`src/rtl/dmem_arbiter.sv`:
```
// dmem_arbiter: two-port arbiter in front of a single data memory.
// Optional round-robin arbitration via DMEM_ARB_RR_EN.
`ifndef MEM_DEPTH
`define MEM_DEPTH 32'd4096
`endif

module dmem_arbiter #(
  parameter logic [31:0] START_ADDR  = 32'h01000000,
  parameter logic [31:0] DEPTH_BYTES = `MEM_DEPTH
) (
  input  logic        clock,
  input  logic        reset_n,
  input  logic        req0_valid,
  output logic        req0_ready,
  input  logic        req0_rw,
  input  logic [31:0] req0_addr,
  input  logic [1:0]  req0_size,
  input  logic [31:0] req0_wdata,
  input  logic        req1_valid,
  output logic        req1_ready,
  input  logic        req1_rw,
  input  logic [31:0] req1_addr,
  input  logic [1:0]  req1_size,
  input  logic [31:0] req1_wdata,
  output logic        rsp0_valid,
  output logic [31:0] rsp0_rdata,
  output logic        rsp0_err,
  output logic        rsp1_valid,
  output logic [31:0] rsp1_rdata,
  output logic        rsp1_err,
  output logic        mem_read_write,
  output logic [31:0] mem_address,
  output logic [1:0]  mem_access_size,
  output logic [31:0] mem_data_in,
  input  logic [31:0] mem_data_out
);

  typedef enum logic [1:0] {
    IDLE  = 2'd0,
    ISSUE = 2'd1,
    RESP  = 2'd2
  } state_t;

  state_t      state_q, state_d;
  logic        rw_q, rw_d;
  logic [31:0] addr_q, addr_d;
  logic [1:0]  size_q, size_d;
  logic [31:0] wdata_q, wdata_d;
  logic        port_q, port_d;
  logic        err_q, err_d;
`ifdef DMEM_ARB_RR_EN
  logic        last_grant_q, last_grant_d;
`endif

  logic        gnt0, gnt1;
  logic        sel_rw;
  logic [31:0] sel_addr;
  logic [1:0]  sel_size;
  logic [31:0] sel_wdata;
  logic [32:0] sel_end;
  logic        sel_oor;
  logic [31:0] rdata;

  // Grant one valid port while idle; reset forces no grant.
  always_comb begin
    gnt0 = 1'b0;
    gnt1 = 1'b0;
    if (state_q == IDLE && reset_n) begin
`ifdef DMEM_ARB_RR_EN
      if (req0_valid && (!req1_valid || last_grant_q))
        gnt0 = 1'b1;
      else if (req1_valid)
        gnt1 = 1'b1;
`else
      if (req0_valid)
        gnt0 = 1'b1;
      else if (req1_valid)
        gnt1 = 1'b1;
`endif
    end
  end

  assign req0_ready = gnt0;
  assign req1_ready = gnt1;

  // Mux the granted request and check it against the memory window.
  always_comb begin
    sel_rw    = gnt1 ? req1_rw    : req0_rw;
    sel_addr  = gnt1 ? req1_addr  : req0_addr;
    sel_size  = gnt1 ? req1_size  : req0_size;
    sel_wdata = gnt1 ? req1_wdata : req0_wdata;
    sel_end   = {1'b0, sel_addr - START_ADDR}
              + (33'd1 << sel_size);
    sel_oor   = (sel_addr < START_ADDR)
             || (sel_end > {1'b0, DEPTH_BYTES})
             || (sel_size == 2'd3);
  end

  // Next state and request capture.
  always_comb begin
    state_d = state_q;
    rw_d    = rw_q;
    addr_d  = addr_q;
    size_d  = size_q;
    wdata_d = wdata_q;
    port_d  = port_q;
    err_d   = err_q;
`ifdef DMEM_ARB_RR_EN
    last_grant_d = last_grant_q;
`endif
    unique case (state_q)
      IDLE: begin
        if (gnt0 || gnt1) begin
          state_d = ISSUE;
          rw_d    = sel_rw;
          addr_d  = sel_addr;
          size_d  = sel_size;
          wdata_d = sel_wdata;
          port_d  = gnt1;
          err_d   = sel_oor;
`ifdef DMEM_ARB_RR_EN
          last_grant_d = gnt1;
`endif
        end
      end
      ISSUE:   state_d = RESP;
      RESP:    state_d = IDLE;
      default: state_d = IDLE;
    endcase
  end

  // State and captured-request registers.
  always_ff @(posedge clock or negedge reset_n) begin
    if (!reset_n) begin
      state_q <= IDLE;
      rw_q    <= 1'b0;
      addr_q  <= '0;
      size_q  <= '0;
      wdata_q <= '0;
      port_q  <= 1'b0;
      err_q   <= 1'b0;
    end else begin
      state_q <= state_d;
      rw_q    <= rw_d;
      addr_q  <= addr_d;
      size_q  <= size_d;
      wdata_q <= wdata_d;
      port_q  <= port_d;
      err_q   <= err_d;
    end
  end

`ifdef DMEM_ARB_RR_EN
  // Remember the last granted port for fairness.
  always_ff @(posedge clock or negedge reset_n) begin
    if (!reset_n)
      last_grant_q <= 1'b1;
    else
      last_grant_q <= last_grant_d;
  end
`endif

  // Captured regs only change on accept, so they hold outside ISSUE.
  assign mem_read_write  = (state_q == ISSUE) && rw_q && !err_q;
  assign mem_address     = addr_q;
  assign mem_access_size = size_q;
  assign mem_data_in     = wdata_q;

  // Size-masked read data for in-range reads only.
  always_comb begin
    rdata = '0;
    if (state_q == RESP && !rw_q && !err_q) begin
      unique case (size_q)
        2'd0:    rdata = mem_data_out & 32'h000000FF;
        2'd1:    rdata = mem_data_out & 32'h0000FFFF;
        default: rdata = mem_data_out;
      endcase
    end
  end

  assign rsp0_valid = (state_q == RESP) && !port_q;
  assign rsp1_valid = (state_q == RESP) && port_q;
  assign rsp0_rdata = rsp0_valid ? rdata : 32'd0;
  assign rsp1_rdata = rsp1_valid ? rdata : 32'd0;
  assign rsp0_err   = rsp0_valid && err_q;
  assign rsp1_err   = rsp1_valid && err_q;

endmodule

```
`config.mk`:
```
export PLATFORM = sky130hd
export DESIGN_NAME = dmem_arbiter
export DESIGN_NICKNAME = d
export VERILOG_FILES = /design/src/rtl/dmem_arbiter.sv
export SDC_FILE = /design/constraint.sdc
export NUM_CORES = 1
export LEC_CHECK = 0
export ABC_AREA = 1
export CAP_MARGIN = 25
export CORE_MARGIN = 2
export CORE_UTILIZATION = 40
export DETAILED_ROUTE_END_ITERATION = 10
export PLACE_DENSITY_LB_ADDON = 0.2
export SYNTH_ARGS = -nofsm -noshare
export SYNTH_HDL_FRONTEND = slang
export SYNTH_SLANG_ARGS = --single-unit
```
`constraint.sdc`:
```
create_clock -name clock -period 4.42 [get_ports clock]
set_input_delay 0.442 -clock clock [delete_from_list [all_inputs] [get_ports clock]]
set_output_delay 0.442 -clock clock [all_outputs]
set_load 0.02 [all_outputs]
```
**Word level (Yosys, flattened, before mapping)**

Index checks and enable logic that the tools add are counted.

- Bits in registers: 71
- Input port bits: 170

- $add $sub $neg: 2
- Magnitude comparators: 2
- Eq/ne operators: 5
- Shift-type cells: 1
- Multiplexer cells: 15
- Reductions and logical operators: 18

Operators with widths:

| operator | count |
|---|---|
| $mux W32 | 5 |
| $pmux W32 S2 | 1 |
| $add A32 B33 Y33 | 1 |
| $gt A33 B13 Y1 const B | 1 |
| $shl A1 B2 Y33 const A | 1 |
| $lt A32 B25 Y1 const B | 1 |
| $sub A32 B25 Y32 const B | 1 |
| $logic_and A1 B1 Y1 | 9 |
| $mux W1 | 6 |
| $eq A2 B1 Y1 const B | 2 |
| $eq A2 B2 Y1 const B | 2 |
| $logic_not A2 Y1 | 2 |
| $mux W2 | 2 |
| $pmux W2 S2 | 1 |
| $logic_not A1 Y1 | 3 |
| $logic_or A1 B1 Y1 | 3 |
| $ne A2 B1 Y1 const B | 1 |
| $reduce_and A2 Y1 | 1 |

**Longest topological paths before layout**

- Depth after elaboration: 9
- Mapped depth: 27

**Worst setup path before layout**

OpenSTA, ideal clock, no wires.

- Path kind: input port to flip-flop
- Start: in req1_valid
- End: reg err_q
- Arrival: 3.102 ns
- Required time: 4.303 ns
- Path slack: 1.200 ns
- Cell stages on the path: 26
- Buffers on the path: 3
- Path through: inv_1 > nor2_4 > nand3_4 > buf_6 > buf_6 > clkbuf_1 > nand2_1 > nand2_1 > ha_1 > fa_1 > nand2_1 > inv_1 > o21ai_0 > nand2_1 > nand3_2 > inv_2 > nand2_1 > nor2_1 > nand2_1 > nor2_1 > nor2_1 > nand2_1 > nor2_1 > nand3_1 > nor2_1 > nor2_1

- Longest elaborated chain between the ends: 9

Ends and longest elaborated chain:

| what | line | text |
|---|---|---|
| start, declared | 19 | `input logic req1_valid,` |
| $mux W1 (*) | 77 | `else if (req1_valid)` |
| $mux W1 (*) | 75 | `if (req0_valid)` |
| $mux W1 (*) | 68 | `if (state_q == IDLE && reset_n) begin` |
| $mux W32 (*) | 89 | `sel_addr = gnt1 ? req1_addr : req0_addr;` |
| named net sel_addr[0] | 57 | `logic [31:0] sel_addr;` |
| $sub A32 B25 Y32 | 92 | `sel_end = {1'b0, sel_addr - START_ADDR}` |
| $add A32 B33 Y33 | 93 | `+ (33'd1 << sel_size);` |
| $gt A33 B13 Y1 | 95 | `\|\| (sel_end > {1'b0, DEPTH_BYTES})` |
| $logic_or A1 B1 Y1 (*) | 95 |  |
| $logic_or A1 B1 Y1 (*) | 96 | `\|\| (sel_size == 2'd3);` |
| end signal, assigned | 149 | `err_q <= err_d;` |
| end, declared | 50 | `logic err_q, err_d;` |

The timed path passes the listed nets; every way through them passes the cells marked *.
A chain may end at the register's enable or synchronous reset.

**Worst setup path in the final report**

- Start: in req0_valid
- End: reg err_q

- Longest elaborated chain between the ends: 8

Ends and longest elaborated chain:

| what | line | text |
|---|---|---|
| start, declared | 13 | `input logic req0_valid,` |
| $mux W1 | 75 |  |
| $mux W1 | 68 |  |
| $mux W32 / $mux W2 (equally long branches) | 89, 90 |  |
| $sub A32 B25 Y32 / $shl A1 B2 Y33 (equally long branches) | 92, 93 |  |
| $add A32 B33 Y33 | 93 |  |
| $gt A33 B13 Y1 | 95 |  |
| $logic_or A1 B1 Y1 | 95 |  |
| $logic_or A1 B1 Y1 | 96 |  |

Several ways; a longest one is shown, not always the timed one.

==> impl_metrics.tcl <==
set metrics [dict create \
    status "complete, no violations" \
    slew_headroom_pct 35.09 \
    ir_drop_v 0.0002635 \
    dpl_cell_area_sq_um 8850 \
    grt_pass1_vias 6410 \
    boundaryPins 307 \
    period_minus_slack_ns 3.635 \
    cellPowerDensity_nw_per_um2 323.7 \
    synth.area.top_cells "dfrtp_1 (31%), nand2_1 (21%), nor2_1 (8.9%)" \
    fin_tns_setup_ns 0 \
    slowest_stage "clkdlybuf4s50_1" \
    viasPerCell 5.049 \
    p_leak_nw 4.165 \
    fin_ws_ns 0.7854 \
    cts_root_buf "clkbuf_16" \
    nets 1394 \
    hpwl_mm 16.98 \
    htree_levels 3 \
    drive_gt1_share_pct 5.984 \
    clock_sinks 71 \
    antennaDiodeCount 0 \
    avgSynthCellArea_sq_um 6.076 \
    syn_to_final_growth_pct 60.35 \
    crit_type "input port to register" \
    first_pass_iters 5 \
    synth_cells 940 \
    postCtsSetupBuffers 0 \
    synth-seq-area-share_pct 31.11 \
    die_h_um 123.5 \
    syn_area_sq_um 5712 \
    io_buffers 306 \
    synth_top_area_share_pct 31.11 \
    final_cell_mix "nand2_1 (324), clkdlybuf4s50_1 (305), nor2_1 (134)" \
    wl_per_cell_um 15.45 \
    arrival_ns 3.87 \
    clkTransAtPathRegs_ns 0.06 \
    grt_pass1_wl_mm 33.18 \
    drt-total-wl_mm 21.63 \
    hold_viol_final 0 \
    clk_latency_ns 0.35 \
    max_freq_mhz 275.1 \
    holdWs_ns 0.1739 \
    drc 0 \
    clk_path_buf_depth 2 \
    slowest_delay_ns 0.47 \
    pre_cts_ws_ns 0.4795 \
    cts_made_buffers 9 \
    ys_ff_latch 71 \
    die_area_sq_um 15250 \
    synth_cell_types 33 \
    cts_tree "done" \
    cpLargestDelayFamily "simple AND/OR/NAND/NOR gates" \
    synth_nets 1117 \
    grt_max_degree 113 \
    place.gp.congestion 0.9234 \
    ys.flop_type "dfrtp_1" \
    path_buf_inv 5 \
    fin_skew_ns 0.005970 \
    overflow 0 \
    coreArea_sq_um 13930 \
    drv_slew 0 \
    endpoint_kind "register" \
    rows 43 \
    first_iter_violations 377 \
    tightest_slew_ns 0.9713 \
    ctsResizeCount 0 \
    drv_cap 0 \
    startpoint_type "input port" \
    finalInstanceArea_sq_um 9159 \
    dr_total_vias 7069 \
    total_power_w 0.002965 \
    postCtsHoldBufs 0 \
    layout_commonest_cell "nand2_1" \
    fillCellCount 1262 \
    antenna_found_initial 1 \
    grt_usage_pct 28.40 \
    synth_edf_count 0 \
    ant_nets 0 \
    yosys_warnings 0 \
    start_util_pct 40.99 \
    path_max_fanout 18 \
    worstPathRequired_ns 4.65 \
    finalSetupViolations 0 \
    worstHoldPathType "input port to asynchronous set/reset pin" \
    rsz0062_at_grt "false" \
    ys_async_sr_fraction_pct 100.0 \
    yosys.area.top_type "dfrtp_1" \
    die_w_um 123.5 \
    min_period_over_period_pct 82.23 \
]
[flip-flops by register name, summed over array words and instances, names as in the netlist]
| signal | count |
|---|---|
| rw_q | 1 |
| err_q | 1 |
| mem_access_size | 2 |
| port_q | 1 |
| mem_data_in | 32 |
| state_q | 2 |
| mem_address | 32 |
[cells in the mapped netlist (2+ instances only)]
master / number
o21ai_2: 3
nor2_1: 135
nand3_1: 41
a31oi_1: 37
o21ai_0: 38
buf_6: 7
inv_1: 102
xor2_1: 2
or2_2: 5
inv_2: 5
nor3_1: 34
buf_1: 5
buf_2: 10
nand3b_1: 3
nand2_2: 13
clkbuf_1: 26
ha_1: 6
nor2_2: 11
nor2_4: 4
nand4_1: 43
clkinv_1: 4
buf_4: 2
nand2_1: 324
dfrtp_1: 71
[stage by stage]
step / std cells / utilization, %
3_3_place_gp: 1386 / 63.51
6_report: 1400 / 65.73
5_1_grt: 1400 / 65.73
4_1_cts: 1400 / 65.73
2_1_floorplan: 940 / -
3_5_place_dp: 1386 / 63.51
[final cells by class]
cell class	instances	area, sq um	share of cell area [%]
Inverter	111	416.7	4.549
Tap cell	180	225.2	2.459
Clock buffer	9	225.2	2.459
Timing Repair Buffer	316	3161	34.51
Multi-Input combinational cell	708	3271	35.71
Sequential cell	71	1777	19.40
Clock inverter	5	83.83	0.9153
[power breakdown]
part | internal [W] | switching, W | total, W
clock network | 0.000489 | 0.000289 | 0.000778
logic | 0.000571 | 0.000687 | 0.00126
registers | 0.000818 | 0.000111 | 0.000929
total | 0.00188 | 0.00109 | 0.00297
[metal layers]
metal	vias to the layer above	track usage, %	routed length [um]
li1	3538	-	-
met1	3202	33.96	8660
met2	281	48.39	10390
met3	46	6.642	1838
met4	2	12.64	721
met5	-	0	16
[path summary, 6_finish.rpt]
check                                               to                        from  cells after the start  slack [ns]
setup / recovery                     err_q$_DFFE_PN0P_                  req0_valid                     26        0.79
hold / removal             mem_data_in[28]$_DFFE_PN0P_                     reset_n                      2        0.17
setup reg to reg                     err_q$_DFFE_PN0P_      state_q[1]$_DFFE_PN0P_                     25        0.96
hold reg to reg             mem_address[4]$_DFFE_PN0P_  mem_address[4]$_DFFE_PN0P_                      2        0.48
max in group asynchronous   mem_data_in[7]$_DFFE_PN0P_                     reset_n                      2        3.72
min in group clock          mem_address[4]$_DFFE_PN0P_  mem_address[4]$_DFFE_PN0P_                      2        0.48
[logic make-up after synthesis]
| group | after synthesis | share of synthesized area, % |
|---|---|---|
| adders and majority gates | 7 | 1.665 |
| AOI/OAI and AO/OA | 83 | 8.587 |
| xor gates and xnor gates | 2 | 0.3067 |
| buffers and inverters | 161 | 11.85 |
| and+or+nand+nor | 616 | 46.48 |
| DFF | 71 | 31.11 |
No activity file was read; power rests on OpenSTA's default activity.
